`config.mk`:
```
export PLATFORM = sky130hd
export DESIGN_NAME = dice_roller
export DESIGN_NICKNAME = d
export VERILOG_FILES = /design/src/rtl/dice_roller.sv
export SDC_FILE = /design/constraint.sdc
export NUM_CORES = 1
export LEC_CHECK = 0
export BUFFER_PORTS_ARGS = -buffer_cell sky130_fd_sc_hd__buf_2
export CORE_MARGIN = 2
export CORE_UTILIZATION = 45
export CTS_CLUSTER_SIZE = 30
export DETAILED_ROUTE_END_ITERATION = 10
export PLACE_DENSITY = 0.61
export SLEW_MARGIN = 5
export SYNTH_ARGS = -nofsm -noshare
export SYNTH_HDL_FRONTEND = slang
export SYNTH_SLANG_ARGS = --single-unit
export TNS_END_PERCENT = 50
```
`constraint.sdc`:
```
create_clock -name clk -period 1.7 [get_ports clk]
set_input_delay 0.17 -clock clk [delete_from_list [all_inputs] [get_ports clk]]
set_output_delay 0.17 -clock clk [all_outputs]
set_load 0.01 [all_outputs]
```
`src/rtl/dice_roller.sv`:
```
`timescale 1ns/1ps
`default_nettype none
// ============================================================================
// dice_roller : two-die roller, LFSR-driven animation with craps-style turn phase
// Revision    : 1.0
// ============================================================================
module dice_roller #(
  parameter int          ROLL_CYCLES = 16,
  parameter logic [15:0] SEED        = 16'hACE1
) (
  input  logic       clk,
  input  logic       rst,
  input  logic       roll,
  input  logic       game_over,
  output logic [3:0] num1,
  output logic [3:0] num2,
  output logic [1:0] turn,
  output logic       busy,
  output logic       roll_done
);

  typedef enum logic [0:0] {
    IDLE = 1'b0,
    ROLL = 1'b1
  } state_t;

  localparam logic [7:0] CNT_INIT = 8'(ROLL_CYCLES - 1);

  state_t      state, state_next;
  logic [7:0]  cnt, cnt_next;
  logic [15:0] lfsr;
  logic        sync1, sync2, sync3;
  logic        roll_req;
  logic [3:0]  num1_next, num2_next;
  logic [1:0]  turn_next;
  logic        done_next;
  logic [2:0]  cand1, cand2;
  logic        cand1_ok, cand2_ok;

  // Taps for x^16 + x^14 + x^13 + x^11 + 1
  always_ff @(posedge clk or negedge rst) begin
    if (!rst) begin
      lfsr  <= SEED;
      sync1 <= 1'b0;
      sync2 <= 1'b0;
      sync3 <= 1'b0;
    end else begin
      lfsr  <= {lfsr[14:0], lfsr[15] ^ lfsr[13] ^ lfsr[12] ^ lfsr[10]};
      sync1 <= roll;
      sync2 <= sync1;
      sync3 <= sync2;
    end
  end

  assign roll_req = sync2 & ~sync3;
  assign cand1    = lfsr[2:0];
  assign cand2    = lfsr[5:3];
  assign cand1_ok = (cand1 != 3'd0) && (cand1 != 3'd7);
  assign cand2_ok = (cand2 != 3'd0) && (cand2 != 3'd7);
  assign busy     = (state == ROLL);

  always_ff @(posedge clk or negedge rst) begin
    if (!rst) begin
      state     <= IDLE;
      cnt       <= 8'd0;
      num1      <= 4'd1;
      num2      <= 4'd1;
      turn      <= 2'b00;
      roll_done <= 1'b0;
    end else begin
      state     <= state_next;
      cnt       <= cnt_next;
      num1      <= num1_next;
      num2      <= num2_next;
      turn      <= turn_next;
      roll_done <= done_next;
    end
  end

  always_comb begin
    state_next = state;
    cnt_next   = cnt;
    num1_next  = num1;
    num2_next  = num2;
    turn_next  = turn;
    done_next  = 1'b0;
    if (game_over) begin
      // Game end overrides everything, including a coincident request or final roll
      state_next = IDLE;
      turn_next  = 2'b00;
    end else begin
      case (state)
        IDLE: begin
          if (roll_req) begin
            state_next = ROLL;
            cnt_next   = CNT_INIT;
          end
        end
        ROLL: begin
          if (cand1_ok) num1_next = {1'b0, cand1};
          if (cand2_ok) num2_next = {1'b0, cand2};
          if (cnt == 8'd0) begin
            state_next = IDLE;
            done_next  = 1'b1;
            turn_next  = (turn == 2'b00) ? 2'b01 : 2'b10;
          end else begin
            cnt_next = cnt - 8'd1;
          end
        end
        default: state_next = IDLE;
      endcase
    end
  end

endmodule
`default_nettype wire

```
* Yosys cells after proc, flatten, opt, wreduce, memory -nomap -nowiden
Index checks and enable logic that the tools add are counted.
** Word-level totals
- Output and inout bits :: 12
- Latch bits :: 0
- Logic and storage cells :: 48
- RAM bits :: 0
- Memory bits (read-only) :: 0
- Flip-flop bits (word level) :: 37
- Memories :: 0
- Input bits :: 4
** Cells by class
- Equal/unequal tests :: 4
- Multiply operators :: 0
- Divide/modulo/power cells :: 0
- Shifts and indexed selects :: 0
- Order comparisons :: 0
- $add $sub $neg :: 1
- Reductions and logical operators :: 12
- Bitwise gates (word level) :: 7
- Mux-type cells :: 14
** Operators with widths (number)
- $mux W8 :: 2
- $pmux W8 S2 :: 1
- $reduce_and A3 Y1 :: 3
- $logic_not A8 Y1 :: 1
- $mux W2 :: 4
- $sub A8 B1 Y8 const B :: 1
- $mux W1 :: 6
- $ne A3 B3 Y1 const B :: 2
- $reduce_bool A3 Y1 :: 2
- $ne A2 B2 Y1 const B :: 2
- $reduce_bool A2 Y1 :: 2
- $not A1 Y1 :: 3
- $xor A1 B1 Y1 :: 3
- $logic_and A1 B1 Y1 :: 2
- $logic_not A2 Y1 :: 1
- $pmux W1 S2 :: 1
- $reduce_and A2 Y1 :: 1
- $and A1 B1 Y1 :: 1

* Longest topological paths before layout
- Depth in word-level cells :: 5
- Depth in mapped cells :: 6
- Mapped depth without buffers :: 6

* Least setup slack after synthesis
Ideal clock, no wire load.
- Path type :: register to register
- Start point :: reg cnt[0]
- End point :: reg cnt[2]
- Period minus slack after synthesis :: 1505 ps
- Data required time :: 1623 ps
- Path slack :: 195 ps
- Data arrival time :: 1428 ps
- Path buffers :: 0
- Cell stages (with the launch flop) :: 7
- Library setup time :: 77 ps
- Cells stage by stage :: dfrtp_1 -> inv_1 -> ha_1 -> and4bb_4 -> a221oi_2 -> o21ai_0 -> a21oi_1
** On the way
- Longest elaborated chain between the ends :: 3
- Elaborated cells on any way between the ends :: 6
- Those cells by class :: add/sub: 1; eq/ne: 1; mux: 2; reduce/logical: 2
** Ends and longest elaborated chain
- from (decl) :: line 30 : logic [7:0] cnt, cnt_next;
- from (signal assigned) :: line 72 : cnt <= cnt_next;
- $sub A8 B1 Y8 or $logic_not A8 Y1 (tied branches) :: line 107, 102
- $mux W8 or $ne A2 B2 Y1 (tied branches)
- $pmux W8 S2 or $reduce_and A3 Y1 (tied branches)
Parallel ways exist; a longest one is shown, timed or not. The select of a mux whose other input is x is not followed.
A chain may end at the register's enable or synchronous reset.

* Worst setup path in the final report
- Start point :: reg cnt[1]
- End point :: reg cnt[3]
The elaborated chain is that of the path after synthesis.

==> impl_summary.txt <==
----------------------------------------------------
[Synth]
  Post-synthesis async set-or-reset flop share ... 100%
  Sequential element share of the synthesized area ... 62.6%
  Share of the synthesized area in the top cell type ... 45.0%
  Synth warn ... 0
  XOR/XNOR Fraction of Synth Area ... 1.75%
  Synth Area per Inst ... 11.6 um2
  Cell variety after synth ... 40
  Number of enable flip-flop cells after synthesis ... 0
  Proportion of synthesized area in mux cells ... 0%
  Combinational family with the most area after synthesis ... compound AO/OA/AOI/OAI gates
  Area leader, netlist ... sky130_fd_sc_hd__dfrtp_1
  Synth Register Bits ... 37
  Cell area after technology mapping ... 1500 um2
  Adder-cell share of the synthesized area ... 1.67%
  Post-synth top flop ... sky130_fd_sc_hd__dfrtp_1
  Top cells by area in the synthesized netlist ... sky130_fd_sc_hd__dfrtp_1 (45%), sky130_fd_sc_hd__dfstp_2 (18%), sky130_fd_sc_hd__a21oi_1 (3.3%)
  Gate Count Post-Synth ... 129
  Complex-gate fraction of the synthesized area ... 17.0%
  Simple-gate area share of the yosys netlist ... 13.2%

[Clock tree]
  Clock root buffer ... sky130_fd_sc_hd__clkbuf_4
  Clock transition time at the flip-flop clock pins of the worst setup and hold paths ... 0.12 ns
  Worst-skew pair later-pin latency ... 0.35 ns
  TritonCTS clock tree ... done
  Number of clock sinks ... 37
  Post-CTS setup-driven buffer insertion count ... 0
  Number of buffers between clock root and the deepest sink ... 2
  Number of buffers added by the clock tree synthesis step ... 5
  CTS H-tree lvls ... 2

[Global routing]
  Via count of the first global-routing pass ... 1030
  First-pass GRT wire length ... 4.62 mm
  All-layer global routing usage ... 17.3%
  Overflow left after global routing ... 0
  Pin count of the biggest net entering global routing ... 38
  Initial antenna violation count ... 0

[STA]
  Final worst setup slack ... 0.0766 ns
  Final setup vio count ... 0
  Worst setup skew after layout ... 0.0101 ns
  Worst hold-check slack ... 0.0733 ns
  Max frequency ... 0.616 GHz
  Final Hold Vio Count ... 0
  Unrepaired setup endpoints after global routing ... false
  Accumulated negative setup slack ... 0 ns
  Final critical-path required period ... 1.62 ns
  Final period util ... 95.5%
  Pins Over Slew Limit ... 0

[Floorplan]
  Initial core utilization ... 48.3%
  Overall die area ... 3810 um2
  Number of placement rows ... 20
  DIE HEIGHT ... 61.7 um
  Die width ... 61.7 um
  Core Area ... 3100 um2
  Number of top-level pins ... 16

[Job]
  Maxcap violations ... 0

[Min path]
  Cell count of the worst hold path ... 2
  Worst hold path type ... in2reg

[Detailed routing]
  Number of vias in the routed layout ... 1076
  Initial detailed-routing violation count ... 43
  Via-per-instance ratio ... 5.43
  DR pass1 iterations ... 4
  # DRC ... 0
  Routed Wire Length ... 2.83 mm
  Antenna viol nets, final ... 0
  Drt wl/cell ... 14.3 um

[Critical path]
  Peak fanout along the critical path ... 6
  Worst Reg-to-Reg Cells ... 6
  Required time worst endpoint ... 1.95 ns
  CP arrival ... 1.87 ns
  Kind of critical path ... reg2reg
  Endpoint class of the critical path ... flop
  Launching element type of the critical path ... flop

[Run status]
  Result of the run ... completed

[Placed design]
  Placement-stage worst setup slack ... 0.0948 ns
  Buffers added on ports ... 13
  DP Wirelength ... 1.91 mm
  Final weighted congestion of routability-driven global placement ... 0.879

[Finish]
  Utilization after layout ... 55.7%
  Area growth, synth to finish ... 15.2%
  Layout cell share with drive strength beyond 1 ... 27.3%
  Antenna diode count ... 0
  Net count of the finished layout ... 159

[Power and ir drop]
  Power per Cell Area ... 918 nW/um2
  Static leakage ... 0.000761 uW
  Worst supply voltage drop on vdd ... 502 uV

----------------------------------------------------
-- registers in the layout, summed over array words and instances, names as in the netlist --
signal and count:
num1 3, roll_done 1, lfsr 16, busy 1, sync3 1, num2 3
turn 2, sync1 1, cnt 8, sync2 1
-- cell type report --
class / instances / area, um2
timing repair buffer: 20 / 123
sequential: 37 / 938
fill: 275 / 1380
tap: 44 / 55.1
clock inverter: 3 / 21.3
clock buffer: 5 / 37.5
inverter: 8 / 30.0
multi-input combinational: 81 / 523
-- metal layers --
| metal | track usage [%] | part of all wire, % |
|---|---|---|
| met3 | 5.18 | 5.5 |
| met4 | 10.0 | 2.9 |
| met5 | 0 | 0 |
| met1 | 22.7 | 46 |
| met2 | 25.6 | 46 |
-- critical path: stages (launching register included) --
cell and delay [ns]:
sky130_fd_sc_hd__dfrtp_1 0.43, sky130_fd_sc_hd__inv_1 0.09, sky130_fd_sc_hd__ha_1 0.16, sky130_fd_sc_hd__and4bb_4 0.30, sky130_fd_sc_hd__nand2_2 0.11, sky130_fd_sc_hd__a211o_1 0.27
sky130_fd_sc_hd__and3_1 0.17
-- cells in the final DEF, fill, tap and decap left out, drive strengths merged, types with 3 or more instances in the layout --
cell type / Yosys / layout
dfrtp: 27 / 27
buf: 3 / 18
nor2: 11 / 11
a21oi: 11 / 11
dfstp: 10 / 10
nand2: 9 / 9
inv: 8 / 9
o22ai: 8 / 8
clkbuf: 1 / 5
a211oi: 4 / 4
nand2b: 3 / 3
nor3: 3 / 3
a31oi: 3 / 3
o21ai: 3 / 3
-- power breakdown --
part,internal [uW],switching [uW]
clock network,163,307
logic,64.5,91.4
registers,915,44.1
-- kinds of logic (layout without fill, tap and decap cells) --
| group | after synthesis | in the layout |
|---|---|---|
| xor gates and xnor gates | 3 | 3 |
| adders and majority gates | 2 | 2 |
| AOI/OAI and AO/OA | 38 | 38 |
| other | 1 | 2 |
| DFF | 37 | 37 |
| buffers and inverters | 12 | 36 |
| and+or+nand+nor | 36 | 36 |
-- timing repair --
item	CTS	global route
endpoints found under the hold margin	28	0
hold buffers	2	0
gates resized for setup	0	1
endpoints found under the setup margin	0	1
-- path summary, 6_finish.rpt --
| kind | start | endpoint | slack, ns |
|---|---|---|---|
| max | cnt[1]$_DFFE_PN0P_ | cnt[3]$_DFFE_PN0P_ | 0.08 |
| min | game_over | turn[0]$_DFFE_PN0P_ | 0.07 |
| max reg2reg | cnt[1]$_DFFE_PN0P_ | cnt[3]$_DFFE_PN0P_ | 0.08 |
| min reg2reg | lfsr[6]$_DFF_PN1_ | lfsr[7]$_DFF_PN1_ | 0.36 |
| max in group asynchronous | rst | num1[0]$_DFFE_PN1P_ | 0.98 |
| min in group asynchronous | rst | cnt[4]$_DFFE_PN0P_ | 0.37 |
-- synthesized netlist by cell type, drive strengths merged, types with 2 or more instances --
cell    number
nand2b       3
nand2        9
dfstp       10
o21ai        3
a31oi        3
xnor2        2
nor2        11
dfrtp       27
a21oi       11
nor3         3
o41ai        2
ha           2
buf          3
nor4         2
inv          8
a21boi       2
nand3        2
a211oi       4
o22ai        8
-- per-stage QoR --
| step | instances | power (uW) | instance area (um2) |
|---|---|---|---|
| finish | 198 | 1590 | 1730 |
| global route | 198 | 1670 | 1730 |
| CTS | 198 | 1590 | 1720 |
| detailed placement | 188 | 1120 | 1640 |
| global placement | 188 | 1120 | 1640 |
| floorplan | 130 | 1060 | 1500 |
(Power assumes the default switching activity.)
